`src/rtl/rc4_pkg.sv`:
```
// rc4_pkg: shared RC4 key-schedule types and sizes
package rc4_pkg;

    localparam int S_SIZE      = 256;
    localparam int KEY_LEN_DEF = 3;

    typedef enum logic [3:0] {
        IDLE,
        RD_I,
        WAIT_I,
        CALC_J,
        RD_J,
        WAIT_J,
        WR_I,
        WR_J,
        DONE
    } state_t;

endpackage

```
`src/rtl/ksa_swap_fsm.sv`:
```
// ksa_swap_fsm: RC4 key-schedule swap loop over an external 256x8 S-memory
module ksa_swap_fsm
    import rc4_pkg::*;
#(
    parameter int KEY_LEN = KEY_LEN_DEF
) (
    input  logic                 clk,
    input  logic                 rst,
    input  logic                 start,
    input  logic [8*KEY_LEN-1:0] secret_key,
    output logic [7:0]           mem_addr,
    output logic [7:0]           mem_wdata,
    output logic                 mem_wren,
    input  logic [7:0]           mem_rdata,
    output logic                 busy,
    output logic                 fin_strobe
);

    localparam int            KW     = (KEY_LEN > 1) ? $clog2(KEY_LEN) : 1;
    localparam logic [KW-1:0] K_LAST = KW'(KEY_LEN - 1);
    localparam logic [7:0]    I_LAST = 8'(S_SIZE - 1);

    state_t               r_state, w_next;
    logic [7:0]           r_i, r_j, r_si, r_sj;
    logic [KW-1:0]        r_k;
    logic [8*KEY_LEN-1:0] r_key;
    logic                 r_fin;
    logic [7:0]           w_kb;

    // byte 0 is the most significant byte of the key
    assign w_kb = 8'(r_key >> (8 * (KEY_LEN - 1 - int'(r_k))));

    always_ff @(posedge clk) begin
        if (!rst) begin
            r_state <= IDLE;
            r_i     <= '0;
            r_j     <= '0;
            r_si    <= '0;
            r_sj    <= '0;
            r_k     <= '0;
            r_key   <= '0;
            r_fin   <= 1'b0;
        end else begin
            r_state <= w_next;
            r_fin   <= (r_state == WR_J) && (r_i == I_LAST);
            case (r_state)
                IDLE: if (start) begin
                    r_key <= secret_key;
                    r_i   <= '0;
                    r_j   <= '0;
                    r_k   <= '0;
                end
                WAIT_I: r_si <= mem_rdata;
                CALC_J: r_j <= r_j + r_si + w_kb;
                WAIT_J: r_sj <= mem_rdata;
                WR_J: if (r_i != I_LAST) begin
                    r_i <= r_i + 8'd1;
                    r_k <= (r_k == K_LAST) ? '0 : r_k + KW'(1);
                end
                default: ;
            endcase
        end
    end

    always_comb begin
        w_next = r_state;
        case (r_state)
            IDLE:    w_next = start ? RD_I : IDLE;
            RD_I:    w_next = WAIT_I;
            WAIT_I:  w_next = CALC_J;
            CALC_J:  w_next = RD_J;
            RD_J:    w_next = WAIT_J;
            WAIT_J:  w_next = WR_I;
            WR_I:    w_next = WR_J;
            WR_J:    w_next = (r_i == I_LAST) ? DONE : RD_I;
            DONE:    w_next = start ? DONE : IDLE;
            default: w_next = IDLE;
        endcase
    end

    assign busy       = r_state inside {RD_I, WAIT_I, CALC_J, RD_J, WAIT_J, WR_I, WR_J};
    assign mem_wren   = r_state inside {WR_I, WR_J};
    assign mem_addr   = (r_state inside {RD_I, WAIT_I, WR_I}) ? r_i :
                        (r_state inside {RD_J, WAIT_J, WR_J}) ? r_j : 8'd0;
    assign mem_wdata  = (r_state == WR_I) ? r_sj : (r_state == WR_J) ? r_si : 8'd0;
    assign fin_strobe = r_fin;

endmodule
```
`config.mk`:
```
export PLATFORM = sky130hd
export DESIGN_NAME = ksa_swap_fsm
export DESIGN_NICKNAME = d
export VERILOG_FILES = /design/src/rtl/rc4_pkg.sv /design/src/rtl/ksa_swap_fsm.sv
export SDC_FILE = /design/constraint.sdc
export NUM_CORES = 1
export LEC_CHECK = 0
export CORE_ASPECT_RATIO = 2
export CORE_MARGIN = 2
export CORE_UTILIZATION = 25
export CTS_BUF_LIST = sky130_fd_sc_hd__clkbuf_8
export DETAILED_ROUTE_END_ITERATION = 8
export DONT_BUFFER_PORTS = 1
export PLACE_DENSITY = 0.5
export SLEW_MARGIN = 25
export SYNTH_ARGS = -nofsm -noshare
export SYNTH_HDL_FRONTEND = slang
export SYNTH_SLANG_ARGS = --single-unit
export TNS_END_PERCENT = 5
```
`constraint.sdc`:
```
create_clock -name clk -period 4.6 [get_ports clk]
set_clock_uncertainty 0.15 [all_clocks]
set_input_delay 0.69 -clock clk [delete_from_list [all_inputs] [get_ports clk]]
set_output_delay 0.69 -clock clk [all_outputs]
set_load 0.005 [all_outputs]
```
==> results.md <==
- Final setup vio count: 0
- Grt ovf: 0
- Post-synthesis cell area: 0.00325 mm2
- Worst VDD drop: 0.173 mV
- GRT Overall Usage: 12.5%
- TritonRoute pass-1 iters: 5
- Die Y-Extent: 165 um
- Synth Net Count: 452
- Num ports: 54
- Worst slew pin tran: 0.968 ns
- Mapped Avg Cell Area: 8.14 um2
- Final nets: 438
- Pwr dens: 334 mW/mm2
- Grt met1 use: 14.9%
- Met2 Use GR: 21.5%
- WS Path Type: register to register
- Htree depth: 3
- Most used DFF post-synth: dfxtp_1
- Final min period: 4.12 ns
- Leak: 1.26 nW
- Initial cell density of the core: 25.3%
- Clock buffer depth: 2
- Slowest CP cell: dfxtp_1
- Ys Warns: 0
- Register area: 0.00126 mm2
- Area Overhead vs Synth: 8.01%
- Clock-pin slew on the worst setup and hold paths: 0.07 ns
- Commonest non-fill, non-tap cell in the layout: nand2_1
- ANT cells: 0
- Vias per cell: 4.92
- Number of gates resized after CTS: 0
- Sum Neg Setup Slack: 0 ns
- Die area: 0.0140 mm2
- Core area: 0.0128 mm2
- NetSw: 0.313 mW
- Top delay family on crit path: adder cells
- Clock power share: 38.7%
- Fraction of registers with async set or reset after synthesis: 0%
- # hold bufs at CTS: 0
- Initial antenna violation count: 0
- CP max stage delay: 0.58 ns
- Crit start category: register
- Post-DP HPWL: 6250 um
- Sw Share: 26.7%
- Relative max-transition margin: 35.4%
- Buf/Inv on CP: 2
- GR Util met3: 3.33%
- Pre-CTS setup slack: 0.490 ns
- Max cap viols: 0
- Routed WL: 8390 um
- Final period util: 89.6%
- Total number of vias: 2656
- RSZ-0062 raised after global routing: false
- TritonCTS clock tree: yes
- Critical path required time: 4.70 ns
- Residual DRC: 0
- Root Buffer: clkbuf_8
- CTS Buf Count: 9
- # clock sinks: 63
- Crit-path cells: inv_1, ha_1, mux2i_1, nor2_1, a21oi_1, nor2_1, fa_1, ha_1, inv_1, fa_1, nor2b_1, o31a_1, nor3_1, or4_1, o221ai_1
- Fillers: 1469
- Slew Viols, Final: 0
- GR peak layer: met2
- Worst Hold Class: register to register
- Synth unique cells: 45
- Final setup margin: 0.477 ns
- Pin count of the biggest net entering global routing: 52
- Share of layout cells above drive strength 1: 5.93%
- GP Congestion: 0.821
- Crit path max fanout: 14
- Post-DRT Antenna Nets: 0
- Combinational Power Share: 10.8%
- Highest clock rate: 0.243 GHz
- Reg power frac: 50.5%
- Post-CTS Setup Bufs: 0
- First-pass GRT wire length: 13700 um
- Die X: 84.6 um
- Clk Latency, worst-skew pair: 0.35 ns
- Endpoint type of the worst setup path: register
- # rows: 59
- Outcome: finished clean
- Final count of hold timing violations: 0
- Multi-input gate area: 0.00183 mm2
- Post-synth EDFFs: 0
- IO buf count: 0
- Commonest cells after routing, fill and taps aside: nand2_1, dfxtp_1, a21oi_1, nor2_1
- Synth Instances: 399
- WP data arrival: 4.23 ns
- Register bit total from synthesis: 63
- Seq/Total Area, Yosys: 38.8%
- Pint: 0.859 mW
- Number of global-route vias before repair: 2668
- Routed wire per std cell: 15.5 um
- 1st-iter DRT viols: 97
registers in the layout (all words and copies together) (netlist names):
signal	count
r_j	8
r_key	24
r_si	8
r_sj	8
r_state	4
r_k	2
fin_strobe	1
r_i	8
synthesized netlist by cell type (2+ instances only):
cell,count,share of area [%]
xnor2_1,10,2.7
nor2_2,2,0.39
and3_1,2,0.39
a31oi_1,2,0.39
nand4_1,3,0.58
nand2b_1,4,0.77
or3_1,2,0.39
ha_1,10,3.9
a22oi_1,9,2.1
dfxtp_1,63,39
a211oi_1,3,0.69
o221ai_1,2,0.54
a22o_1,8,2.2
a211oi_2,2,0.77
nor3_1,5,0.77
buf_6,2,0.69
fa_1,8,4.9
nand3_1,17,2.6
xor2_1,2,0.54
nand2_1,74,8.6
a21oi_1,52,8.0
clkbuf_1,14,1.6
o21ai_0,2,0.31
nor2b_1,2,0.39
nor2_1,49,5.7
mux2i_1,16,4.9
and2_1,2,0.39
inv_1,7,0.81
buf_2,9,1.4
layer usage:
| metal | routed length, um | vias to the layer above |
|---|---|---|
| li1 | - | 1338 |
| met1 | 3720 | 1240 |
| met2 | 4140 | 65 |
| met3 | 381 | 13 |
| met4 | 149 | 0 |
| met5 | 0 | - |
final cells by class:
| cell class | instances | share of cell area [%] |
|---|---|---|
| Inverter | 8 | 0.856 |
| Sequential cell | 63 | 35.9 |
| Clock inverter | 1 | 0.107 |
| Tap cell | 152 | 5.42 |
| Clock buffer | 13 | 5.10 |
| Multi-Input combinational cell | 301 | 52.1 |
| Timing Repair Buffer | 2 | 0.428 |
worst min-delay path, cell delays in order, from the launching register on:
cell     delay [ns]
dfxtp_1        0.31
nand2_1        0.05
a21oi_1        0.05
metrics by stage:
| stage | hold WS, ns | total power, mW | instance area [um2] | util [%] | cells |
|---|---|---|---|---|---|
| 6_report | 0.308 | 1.17 | 3510 | 27.3 | 540 |
| 5_1_grt | 0.315 | 1.23 | 3510 | 27.3 | 540 |
| 4_1_cts | 0.304 | 1.19 | 3500 | 27.3 | 540 |
| 3_5_place_dp | 0.300 | 0.732 | 3320 | 25.9 | 526 |
| 3_3_place_gp | 0.303 | 0.733 | 3320 | 25.9 | 526 |
| 2_1_floorplan | 0.286 | 0.702 | 3250 | - | 399 |
final timing paths:
path	startpoint	end	slack, ns	cells after the start
max	r_k[0]	r_j[7]	0.48	15
min	r_key[4]	r_key[4]	0.31	2
max reg2reg	r_k[0]	r_j[7]	0.48	15
min reg2reg	r_key[4]	r_key[4]	0.31	2
logic make-up (layout without fill, tap and decap cells):
group                    Yosys count  after routing  share of synthesized area, %
AND/OR/NAND/NOR                  166            166                          22.0
buffers and inverters             35             24                          5.01
adder cells (fa/ha/maj)           18             18                          8.78
flip-flops                        63             63                          38.8
AO/OA/AOI/OAI                     89             89                          17.2
multiplexers                      16             16                          4.93
XOR/XNOR                          12             12                          3.24
power by group through the flow:
stage | Combinational (mW) | Clock (mW) | Sequential (mW)
6_report | 0.127 | 0.454 | 0.592
5_1_grt | 0.147 | 0.493 | 0.595
4_1_cts | 0.129 | 0.469 | 0.592
3_5_place_dp | 0.128 | 0 | 0.604
3_3_place_gp | 0.128 | 0 | 0.604
2_1_floorplan | 0.110 | 0 | 0.592
No activity file was read; power rests on OpenSTA's default activity.
